[config.mk]
export PLATFORM = sky130hd
export DESIGN_NAME = jt6295_fetch
export DESIGN_NICKNAME = d
export VERILOG_FILES = /design/src/rtl/jt6295_fetch.sv
export SDC_FILE = /design/constraint.sdc
export NUM_CORES = 1
export LEC_CHECK = 0
export ABC_AREA = 1
export ABC_CLOCK_PERIOD_IN_PS = 3710
export CAP_MARGIN = 20
export CELL_PAD_IN_SITES_DETAIL_PLACEMENT = 0
export CELL_PAD_IN_SITES_GLOBAL_PLACEMENT = 1
export CORE_MARGIN = 1
export CORE_UTILIZATION = 30
export CTS_BUF_LIST = sky130_fd_sc_hd__clkbuf_4 sky130_fd_sc_hd__clkbuf_8
export DETAILED_ROUTE_END_ITERATION = 10
export HOLD_SLACK_MARGIN = 0.05
export PLACE_DENSITY_LB_ADDON = 0.1
export SLEW_MARGIN = 20
export SYNTH_ARGS = -nofsm -noshare
export SYNTH_HDL_FRONTEND = slang
export SYNTH_SLANG_ARGS = --single-unit
export TNS_END_PERCENT = 100
[constraint.sdc]
create_clock -name clk -period 3.71 [get_ports clk]
set_input_delay 0.9275 -clock clk [delete_from_list [all_inputs] [get_ports clk]]
set_output_delay 0.9275 -clock clk [all_outputs]
set_load 0.02 [all_outputs]
[src/rtl/jt6295_fetch.sv]
// jt6295_fetch -- sample fetch front-end for a four-voice ADPCM decoder.
//
// Each voice streams ROM bytes from its start address to its stop address
// (inclusive, wrapping modulo 2^AW). A byte is split into two nibbles, high
// nibble first. One voice is presented per cen strobe in fixed order 0..3.
// ROM bytes are fetched at clk rate by a round-robin request engine.
//
// Ports:
//   clk, rst_n        clock, asynchronous active-low reset
//   cen               slot advance strobe (one voice slot per strobe)
//   start, stop       per-voice start / stop pulses
//   start_addr        first byte address, sampled with start
//   stop_addr         last byte address (inclusive), sampled with start
//   start_att         attenuation code, sampled with start
//   busy              per-voice playing flags
//   underrun          sticky per-voice empty-buffer flags, cleared by start
//   rom_addr, rom_cs  ROM request address / strobe
//   rom_data, rom_ok  ROM byte and its valid flag
//   data, en, att     nibble, nibble-valid and attenuation for this slot
//   slot              voice index of data/en/att
module jt6295_fetch #(
  parameter int AW = 18
) (
  input  logic          clk,
  input  logic          rst_n,
  input  logic          cen,
  input  logic [3:0]    start,
  input  logic [3:0]    stop,
  input  logic [AW-1:0] start_addr,
  input  logic [AW-1:0] stop_addr,
  input  logic [3:0]    start_att,
  output logic [3:0]    busy,
  output logic [3:0]    underrun,
  output logic [AW-1:0] rom_addr,
  output logic          rom_cs,
  input  logic [7:0]    rom_data,
  input  logic          rom_ok,
  output logic [3:0]    data,
  output logic          en,
  output logic [3:0]    att,
  output logic [1:0]    slot
);

  typedef enum logic [1:0] {
    ST_IDLE   = 2'd0,
    ST_SETTLE = 2'd1,
    ST_WAIT   = 2'd2
  } state_t;

  state_t state, state_nx;

  logic [AW-1:0] ch_addr [4];
  logic [AW-1:0] ch_stop [4];
  logic [3:0]    ch_att  [4];
  logic [7:0]    ch_buf  [4];
  logic [3:0]    nib;
  logic [3:0]    valid;
  logic [3:0]    active;

  logic [1:0]    s;
  logic [1:0]    rr;
  logic [1:0]    fch;
  logic [AW-1:0] fch_addr;

  logic [3:0]    need;
  logic [1:0]    pick;
  logic [1:0]    idx;
  logic          pick_found;
  logic          abort;
  logic          capture;
  logic          take;

  assign busy = active;

  // A voice being stopped this cycle is not worth fetching for.
  assign need = active & ~valid & ~stop;

  // Current slot consumes a nibble; a same-cycle stop wins over consumption.
  assign take = active[s] & valid[s] & ~stop[s];

  // Any start/stop aimed at the voice being fetched cancels the request.
  assign abort   = (state != ST_IDLE) && (start[fch] || stop[fch]);
  assign capture = (state == ST_WAIT) && rom_ok && !abort;

  // Round-robin search starting at rr.
  always_comb begin
    pick_found = 1'b0;
    pick       = rr;
    idx        = rr;
    for (int k = 0; k < 4; k++) begin
      idx = rr + 2'(k);
      if (!pick_found && need[idx]) begin
        pick_found = 1'b1;
        pick       = idx;
      end
    end
  end

  // Fetch FSM: state register
  always_ff @(posedge clk or negedge rst_n) begin
    if (!rst_n) begin
      state    <= ST_IDLE;
      fch      <= 2'd0;
      fch_addr <= '0;
      rr       <= 2'd0;
    end else begin
      state <= state_nx;
      if (state == ST_IDLE && pick_found) begin
        fch      <= pick;
        fch_addr <= ch_addr[pick];
      end
      if (capture) rr <= fch + 2'd1;
    end
  end

  // Fetch FSM: next state
  always_comb begin
    state_nx = state;
    case (state)
      ST_IDLE:   if (pick_found) state_nx = ST_SETTLE;
      ST_SETTLE: state_nx = abort ? ST_IDLE : ST_WAIT;
      ST_WAIT:   if (abort || rom_ok) state_nx = ST_IDLE;
      default:   state_nx = ST_IDLE;
    endcase
  end

  // Fetch FSM: outputs. Address is held for the whole request because
  // fch_addr only reloads in IDLE.
  always_comb begin
    rom_cs   = (state == ST_SETTLE) || (state == ST_WAIT);
    rom_addr = fch_addr;
  end

  // Per-voice state. Later assignments take priority:
  // stop > start > slot consumption / ROM capture.
  always_ff @(posedge clk or negedge rst_n) begin
    if (!rst_n) begin
      for (int i = 0; i < 4; i++) begin
        ch_addr[i] <= '0;
        ch_stop[i] <= '0;
        ch_att[i]  <= 4'd0;
        ch_buf[i]  <= 8'd0;
      end
      nib      <= 4'd0;
      valid    <= 4'd0;
      active   <= 4'd0;
      underrun <= 4'd0;
    end else begin
      if (cen) begin
        if (take) begin
          nib[s] <= ~nib[s];
          if (nib[s]) begin
            valid[s] <= 1'b0;
            if (ch_addr[s] == ch_stop[s]) active[s] <= 1'b0;
            else                          ch_addr[s] <= ch_addr[s] + AW'(1);
          end
        end else if (active[s] && !stop[s]) begin
          underrun[s] <= 1'b1;
        end
      end

      if (capture) begin
        ch_buf[fch] <= rom_data;
        valid[fch]  <= 1'b1;
      end

      for (int i = 0; i < 4; i++) begin
        if (start[i] && !active[i] && !stop[i]) begin
          ch_addr[i]  <= start_addr;
          ch_stop[i]  <= stop_addr;
          ch_att[i]   <= start_att;
          nib[i]      <= 1'b0;
          valid[i]    <= 1'b0;
          active[i]   <= 1'b1;
          underrun[i] <= 1'b0;
        end
        if (stop[i]) begin
          active[i] <= 1'b0;
          valid[i]  <= 1'b0;
        end
      end
    end
  end

  // Slot output registers, loaded on each cen for voice s.
  always_ff @(posedge clk or negedge rst_n) begin
    if (!rst_n) begin
      s    <= 2'd0;
      slot <= 2'd0;
      att  <= 4'd0;
      data <= 4'd0;
      en   <= 1'b0;
    end else if (cen) begin
      s    <= s + 2'd1;
      slot <= s;
      att  <= ch_att[s];
      if (take) begin
        en   <= 1'b1;
        data <= nib[s] ? ch_buf[s][3:0] : ch_buf[s][7:4];
      end else begin
        en   <= 1'b0;
        data <= 4'd0;
      end
    end
  end

endmodule

; ---- Word-level counts from Yosys, hierarchy flattened
; Index checks and enable logic that the tools add are counted.
; Widths: inputs -> output; s select.
[op_classes]
eq_ne = 13
bitwise = 16
reduce_logical = 87
n_addsub = 6
n_lt_le_gt_ge = 13
muxes = 105
[ops]
columns = operator, n
row1 = $mux 72, 4
row2 = $mux 18, 11
row3 = $bmux 18 s2, 3
row4 = $bwmux 72, 1
row5 = $mux 4, 17
row6 = $reduce_bool 3->1, 16
row7 = $mux 1, 41
row8 = $demux 18 s2, 1
row9 = $reduce_bool 2->1, 17
row10 = $bwmux 32, 1
row11 = $reduce_and 4->1, 8
row12 = $mux 8, 3
row13 = $bmux 1 s2, 10
row14 = $logic_and 1x1->1, 20
row15 = $add 18x1->18 const B, 1
row16 = $eq 18x18->1, 1
row17 = $lt 2x3->1 const B, 6
row18 = $ne 2x1->1 const B, 9
row19 = $and 4x4->4, 4
row20 = $bmux 8 s2, 1
row21 = $demux 8 s2, 1
row22 = $logic_not 1->1, 13
row23 = $mux 2, 6
row24 = $not 4->4, 3
row25 = 20 further kinds, 42
[totals]
input_bits = 60
word_cells = 278
regBits = 245

; ---- Longest topological paths before layout
; Gate-level depths: netlist of run 1.
[logic_depth]
word_depth = 19
mapped_depth = 20
depth_no_buf = 17

; ---- Worst setup path after synthesis of run 1
; No wires, ideal clock.
[synth_path]
kind = flip-flop to flip-flop
from = reg s[0]
to = reg ch_addr[68] (netlist name)
n_path_buf = 7
period_less_slack_ns = 2.604
path_slack_ns = 1.106
arrival_ns = 2.487
setup_ns = 0.117
path_stages_with_launch = 15
t_required_ns = 3.593
cell_sequence = dfrtp_1 -> buf_6 -> inv_4 -> buf_8 -> buf_6 -> buf_2 -> buf_1 -> clkbuf_1 -> ha_1 -> inv_1 -> nor3_2 -> nand2_4 -> buf_4 -> nand3_1 -> nand2_1
[synth_via]
elab_chain_len = 11
[synth_lines]
columns = element, line
row1 = start: declaration, 60  ; logic [1:0] s;
row2 = start signal: assignment, 194  ; s <= s + 2'd1;
row3 = $not 2->3 (implied by the code), "154, 155"
row4 = $bmux 18 s2 (tied with other cells), "154, 155"
row5 = $mux 18 (implied by the code) or $logic_and 1x1->1 (tied branches), "154, 155"
row6 = $mux 18 (on tied branches), "154, 155"
row7 = $add 18x1->18 or $demux 18 s2 (tied branches), 155  ; else ch_addr[s] <= ch_addr[s] + AW'(1);
row8 = $bwmux 72, 155
row9 = $mux 72, 154  ; if (ch_addr[s] == ch_stop[s]) active[s] <= 1'b0;
row10 = $mux 72, 152  ; if (nib[s]) begin
row11 = $mux 72, 150  ; if (take) begin
row12 = $mux 72, 149  ; if (cen) begin
row13 = $mux 18, 168  ; if (start[i] && !active[i] && !stop[i]) begin
row14 = end signal: indexed assignment, 155
row15 = end signal: indexed assignment, 169  ; ch_addr[i] <= start_addr;
row16 = end: declaration, 52  ; logic [AW-1:0] ch_addr [4];
; Parallel ways exist; a longest one is shown, timed or not. The select of a mux whose other input is x is not followed.
; A chain may end at the register's enable or synchronous reset.

; ---- Final worst setup path of run 1
[layout_path]
from = in stop[2]
to = reg fch_addr[16] (netlist: rom_addr[16])
[layout_via]
elab_chain_len = 18
[layout_lines]
columns = element, line
row1 = start: declaration, 28  ; input logic [3:0] stop,
row2 = $not 4->4 (*), 76  ; assign need = active & ~valid & ~stop;
row3 = $and 4x4->4 (*), 76
row4 = $bmux 1 s2, 92  ; if (!pick_found && need[idx]) begin
row5 = $mux 1 (implied by the code), 92
row6 = $mux 1, 92
row7 = $logic_not 1->1, 92
row8 = $logic_and 1x1->1, 92
row9 = $mux 1, 92
row10 = $logic_not 1->1, 92
row11 = $logic_and 1x1->1, 92
row12 = $mux 1, 92
row13 = $logic_not 1->1, 92
row14 = $logic_and 1x1->1, 92
row15 = $mux 2, 92
row16 = $not 2->3 (implied by the code), 110  ; fch_addr <= ch_addr[pick];
row17 = $bmux 18 s2, 110
row18 = $mux 18 (implied by the code) (2 in series), 110
row19 = end signal: assignment, 110
row20 = end: declaration, 63  ; logic [AW-1:0] fch_addr;
; Every way passes the cells marked *; elsewhere a longest branch is shown, timed or not. The select of a mux whose other input is x is not followed.

==> metrics.cfg, run 1 <==
[outcome]
status = complete, no violations

[finish]
areaGrowthSynthToFinish_pct = 19.78
stdcell_count = 2621
drive_gt1_frac = 0.08511
layout_commonest_cell = nand2_1
fin_area_sq_um = 16440
n_antenna_cell = 0
fin_util = 0.3631
final_cell_mix = nand2_1, nand3_1, dfrtp_1
finalNetCount = 2063
fillers = 4909

[setup_path]
worstRegToRegCells = 16
cp-end-kind = register
cp-start-kind = input port
critPathKind = input port to register
reg2reg_slack_ns = 0.68
crit_fanout = 12
crit_required_ns = 4.26
cp.arrival_ns = 3.63

[sta]
fin_skew_ns = 0.01590
setup_tns_ns = 0
fin_crit_sh = 0.8315
tightest_slew_ns = 0.9521
slew_viol_final = 0
max_slew_margin = 0.3653
setup_violations = 0
rsz0062_at_grt = no
hold_viol_final = 0
timing.fmax_mhz = 324.2
final.setup.worst_slack_ns = 0.6251
final.min_clock_period_ns = 3.085

[grt]
grt_pass1_vias = 12580
met3_usage = 0.02847
antenna_found_initial = 0
grt_pass1_wl_um = 77890
grt_start_max_net_pins = 80
grt_usage = 0.2157
grt_overflow = 0
grt.busiest_layer = met2
grtUsageMet2 = 0.3344
use_met1 = 0.3134

[clock_network]
cts_setup_buffers = 0
cts_tree = yes
numCtsBuffers = 49
path_clk_slew_ns = 0.05
clockBufferDepth = 3
cts-hold-fix-buffers = 0
htreeDepth = 2
worstSkewPairLatency_ns = 0.62
cts_resized = 0
cts_root_buf = clkbuf_8
cts.sinks = 245

[power]
p_per_area_nw_per_um2 = 871.2
p_leak_nw = 7.973
ir_drop_mv = 0.4128

[placement]
gp_congestion = 0.8554
placedCellCount = 2540
numPortBuffers = 97
dpl_cell_area_sq_um = 15420
pre_cts_ws_ns = -0.01366
dpl.hpwl_um = 33430

[floorplan]
core_sq_um = 45280
fp.dieArea_sq_um = 46620
fp.dieW_um = 215.9
io_pins = 98
die_h_um = 215.9
row_count = 78
start_util = 0.3031

[synth]
synth-main-ff-cell = dfrtp_1
synthArstFlopShare = 1.000
syn-instance-count = 1896
ys_seq_area_frac = 0.4466
postSynthAreaPerCell_sq_um = 7.240
synth-edff-count = 0
synthesis.nets = 1968
synth_seq_cells = 245
yosysWarnings = 0
synthesis.area_sq_um = 13730
ys_types = 41

[run]
drv_cap = 0

[detailed_routing]
drcViolationCount = 0
vias = 12890
post_drt_wl_per_cell_um = 18.94
drt-initial-drc-count = 1023
routed_wirelength_um = 49640
first_pass_iters = 6
ant_nets = 0
vias_per_cell = 4.916

[min_path]
hold_class = input port to async pin

[worst max-delay path, stage by stage]
cell and delay [ns]:
clkdlybuf4s50_1 0.43, nor2_1 0.29, nand3_1 0.16, nand2_1 0.13, nand2_1 0.05, nand2_1 0.10, nor2_1 0.09, nand2_1 0.08
inv_1 0.04, nand3_1 0.07, nand2_1 0.20, nor2_1 0.78, nand2_1 0.15, nand3_1 0.11
[Yosys cell counts (6+ instances only)]
cell      instances  area, sq um
nand2_1         751         2819
nand3_1         247         1236
dfrtp_1         245         6131
o21ai_0         183        915.9
inv_1           110        412.9
nor2_1           68        255.2
clkbuf_1         51        191.4
o22ai_1          36        225.2
a21oi_1          28        140.1
buf_2            17        85.08
buf_4            13        97.59
a32o_1           12        120.1
buf_6            12        135.1
ha_1             12        150.1
xnor2_1          12        105.1
o211ai_1          9        67.56
inv_2             8        30.03
nand2_4           8        90.09
nand4_1           8        50.05
o21ai_1           8        40.04
nor3_1            7        35.03
clkinv_1          6        22.52
xor2_1            6        52.55
[logic make-up (layout without fill, tap and decap cells)]
family | after synthesis | after routing | synth area share
AND/OR/NAND/NOR | 1108 | 1108 | 0.3388
AO/OA/AOI/OAI | 287 | 287 | 0.1167
flip-flops | 245 | 245 | 0.4466
buffers and inverters | 226 | 351 | 0.07547
XOR/XNOR | 18 | 18 | 0.01148
adder cells (fa/ha/maj) | 12 | 12 | 0.01094
[per-layer routing]
metal,part of all wire,vias up
li1,-,6375
met1,0.49,6116
met2,0.45,335
met3,0.045,60
met4,0.018,0
met5,0,-
[registers in the layout, indices dropped and copies added (netlist names), 16 cells and up]
register,count
ch_addr,72
ch_att,16
ch_buf,32
ch_stop,72
rom_addr,18
[area by class of cell]
class / instances / area [sq um] / share of cell area
clock buffer: 76 / 933.4 / 0.05677
inverter: 126 / 478.0 / 0.02907
timing repair buffer: 144 / 1466 / 0.08919
sequential: 245 / 6136 / 0.3732
clock inverter: 5 / 85.08 / 0.005175
tap: 600 / 750.7 / 0.04566
multi-input combinational: 1425 / 6593 / 0.4010
[metrics by stage]
step	power, mW	hold slack (ns)
after global placement	11.44	0.4596
after global routing	15.50	0.3335
after detailed placement	11.44	0.4679
after floorplan	8.862	0.4478
after CTS	14.51	0.3131
final	14.32	0.2835
[path summary, 6_finish.rpt]
kind / startpoint / endpoint
max in group asynchronous: rst_n / ch_stop[65]
min in group clk: ch_att[0] / ch_att[0]
min: rst_n / rom_addr[2]
min reg2reg: ch_att[0] / ch_att[0]
max: stop[2] / rom_addr[16]
max reg2reg: s[0] / ch_addr[30]
[report_power, final]
part | leakage [nW] | internal, mW | switching [mW]
Combinational | 4.25 | 2.32 | 4.79
Sequential | 3.18 | 3.59 | 0.666
Clock | 0.543 | 1.72 | 1.24
Total | 7.97 | 7.63 | 6.69
(Power assumes the default switching activity.)
==> run 2: changes to the inputs <==
--- a/config.mk
+++ b/config.mk
@@ -6,7 +6,7 @@
 export NUM_CORES = 1
 export LEC_CHECK = 0
 export ABC_AREA = 1
-export ABC_CLOCK_PERIOD_IN_PS = 3710
+export ABC_CLOCK_PERIOD_IN_PS = 3200
 export CAP_MARGIN = 20
 export CELL_PAD_IN_SITES_DETAIL_PLACEMENT = 0
 export CELL_PAD_IN_SITES_GLOBAL_PLACEMENT = 1
==> constraint.sdc (replaced) <==
create_clock -name clk -period 3.2 [get_ports clk]
set_input_delay 0.8 -clock clk [delete_from_list [all_inputs] [get_ports clk]]
set_output_delay 0.8 -clock clk [all_outputs]
set_load 0.02 [all_outputs]
==> run 2 against run 1 <==
  * Cell area increased by 2.3%
  * Via count increased by 0.75%
  * First-iteration DRC count decreased by 12%
  * Combinational power increased by 20%
  * Largest cell class unchanged
  * Global-route usage increased by 0.27 points
  * Clock power increased by 18%
  * Clock skew about the same
==> metrics.cfg, run 2 (synthesized netlist as in run 1, its figures left out) <==
[sta]
fin_skew_ns = 0.01630  ; was 0.01590 ns
timing.fmax_mhz = 353.5
max_slew_margin = 0.3489  ; was 0.3653
hold_viol_final = 0  ; unchanged
rsz0062_at_grt = no  ; unchanged
slew_viol_final = 0  ; unchanged
tightest_slew_ns = 0.9730  ; was 0.9521 ns
holdWs_ns = 0.1428  ; was 0.2835 ns
final.min_clock_period_ns = 2.829
fin_crit_sh = 0.8840
final.setup.worst_slack_ns = 0.3711  ; was 0.6251 ns
setup_violations = 0  ; unchanged
setup_tns_ns = 0  ; unchanged

[setup_path]
cp_top_family = simple AND/OR/NAND/NOR gates  ; unchanged
cp.arrival_ns = 3.34  ; was 3.63 ns
path_cells = inv_4, buf_4, nand3_1, nand2_1, inv_1, ha_1, nand2_1, nor2_1, nand2_1, nor2_1, nand4_1, nand3_1, nand2_1, nand2_1, nand2_1  ; was clkdlybuf4s50_1, nor2_1, nand3_1, nand2_1, nand2_1, nand2_1, nor2_1, nand2_1, inv_1, nand3_1, nand2_1, nor2_1, nand2_1, nand3_1
critPathKind = register to register  ; was input port to register
cp-start-kind = register  ; was input port
cp_slowest_stage_delay_ns = 0.44  ; was 0.78 ns
cp-end-kind = register  ; unchanged
worstRegToRegCells = 15  ; was 16
crit_required_ns = 3.71  ; was 4.26 ns
crit_fanout = 15  ; was 12
critPathMostFrequentCell = nand2_1  ; unchanged
worst-path-buf-inv = 3  ; was 2
reg2reg_slack_ns = 0.37  ; was 0.68 ns
cpMaxStageDelayCell = dfrtp_2  ; was nor2_1
reg2reg_to = ch_addr[30]  ; unchanged
regToRegStartpoint = s[1]  ; was s[0]

[placement]
placedCellCount = 2573  ; was 2540
gp_congestion = 0.8592  ; was 0.8554
pre_cts_ws_ns = -0.2321  ; was -0.01366 ns
numPortBuffers = 97  ; unchanged
dpl.hpwl_um = 33970  ; was 33430 um

[finish]
layout_commonest_cell = nand2_1  ; unchanged
stdcell_count = 2657  ; was 2621
fillers = 4920  ; was 4909
n_antenna_cell = 0  ; unchanged
fin_util = 0.3714  ; was 0.3631
final_cell_mix = nand2_1, nand3_1, dfrtp_1  ; unchanged
seqCellArea_sq_um = 6136  ; unchanged
reg.largest.list = ch_addr (72), ch_stop (72), ch_buf (32)  ; unchanged
multi_input_area_sq_um = 6593  ; unchanged
areaGrowthSynthToFinish_pct = 22.50  ; was 19.78%
finalNetCount = 2096  ; was 2063
drive_gt1_frac = 0.1011  ; was 0.08511

[power]
p_sw_frac = 0.4601  ; was 0.4672
p_int_mw = 9.153  ; was 7.633 mW
p_per_area_nw_per_um2 = 1008  ; was 871.2 nW/um^2
p_sw_mw = 7.799  ; was 6.692 mW
share_clk_of_total_power = 0.206  ; was 0.207
p_leak_nw = 8.188  ; was 7.973 nW
ir_drop_mv = 0.6037  ; was 0.4128 mV
combPwrFrac = 0.503  ; was 0.496
seqPwrFrac = 0.291  ; was 0.297

[floorplan]
io_pins = 98  ; unchanged
fp.dieW_um = 215.9  ; unchanged
fp.dieArea_sq_um = 46620  ; unchanged
core_sq_um = 45280  ; unchanged
row_count = 78  ; unchanged
die_h_um = 215.9  ; unchanged
start_util = 0.3031  ; unchanged

[clock_network]
htreeDepth = 2  ; unchanged
cts_resized = 0  ; unchanged
cts-hold-fix-buffers = 0  ; unchanged
numCtsBuffers = 49  ; unchanged
cts_tree = yes  ; unchanged
clockBufferDepth = 3  ; unchanged
worstSkewPairLatency_ns = 0.63  ; was 0.62 ns
cts_setup_buffers = 0  ; unchanged
path_clk_slew_ns = 0.06  ; was 0.05 ns
cts.sinks = 245  ; unchanged
cts_root_buf = clkbuf_8  ; unchanged

[detailed_routing]
routed_wirelength_um = 49940  ; was 49640 um
drcViolationCount = 0  ; unchanged
vias = 12980  ; was 12890
ant_nets = 0  ; unchanged
wl_met1_um = 23750  ; was 24330 um
vias_per_cell = 4.886  ; was 4.916
first_pass_iters = 5  ; was 6
drt-initial-drc-count = 903  ; was 1023
highest-signal-layer = met4  ; unchanged
dr_wl_met3_um = 2306  ; was 2255 um
post_drt_wl_per_cell_um = 18.80  ; was 18.94 um
met2_length_um = 22560  ; was 22180 um

[min_path]
hold_class = input port to async pin  ; unchanged

[grt]
grt_overflow = 0  ; unchanged
grt_start_max_net_pins = 63  ; was 80
grt_usage = 0.2183  ; was 0.2157
grt_pass1_wl_um = 78380  ; was 77890 um
antenna_found_initial = 0  ; unchanged
grt_pass1_vias = 12800  ; was 12580

[run]
drv_cap = 0  ; unchanged

[outcome]
status = complete, no violations  ; unchanged

run 2: worst register-to-register path, stage by stage (launching register included):
cell and delay, ns:
dfrtp_2 0.44, inv_4 0.14, buf_4 0.23, nand3_1 0.09, nand2_1 0.23, inv_1 0.13, ha_1 0.20, nand2_1 0.07
nor2_1 0.15, nand2_1 0.11, nor2_1 0.26, nand4_1 0.25, nand3_1 0.21, nand2_1 0.09, nand2_1 0.08, nand2_1 0.04
run 2: area by class of cell:
class | instances | share of cell area
Timing Repair Buffer | 177 | 0.1071
Sequential cell | 245 | 0.3649
Multi-Input combinational cell | 1425 | 0.3920
Clock buffer | 78 | 0.05752
Tap cell | 600 | 0.04464
Inverter | 126 | 0.02842
Clock inverter | 6 | 0.005357
run 2: power groups by stage:
stage	logic [mW]	registers (mW)	clock network, mW
global placement	8.57	4.97	0
finish	8.53	4.93	3.50
CTS	8.62	4.93	3.63
floorplan	5.39	4.89	0
detailed placement	8.59	4.97	0
global route	9.52	5.07	3.78
run 2: worst max path at each step:
stage / slack (ns) / depth (start not counted) / startpoint / end
3_5_place_dp: -0.23 / 14 / stop[2] / rom_addr[8]
4_1_cts: 0.33 / 15 / s[1] / ch_addr[30]
5_1_grt: 0.09 / 15 / s[1] / ch_addr[30]
2_1_floorplan: 0.60 / 14 / s[0] / ch_addr[68]
3_3_place_gp: -0.21 / 14 / stop[2] / rom_addr[9]
6_report: 0.37 / 15 / s[1] / ch_addr[30]
run 2: per-layer routing:
metal,vias to the layer above,global-route usage
li1,6446,-
met1,6125,0.3043
met2,315,0.3444
met3,97,0.03143
met4,0,0.07606
met5,-,0
run 2: through the flow:
stage	total power [mW]	cell area (sq um)
after floorplan	10.27	13730
after global placement	13.54	15760
after detailed placement	13.56	15760
after CTS	17.18	16820
after global routing	18.36	16820
final	16.95	16820
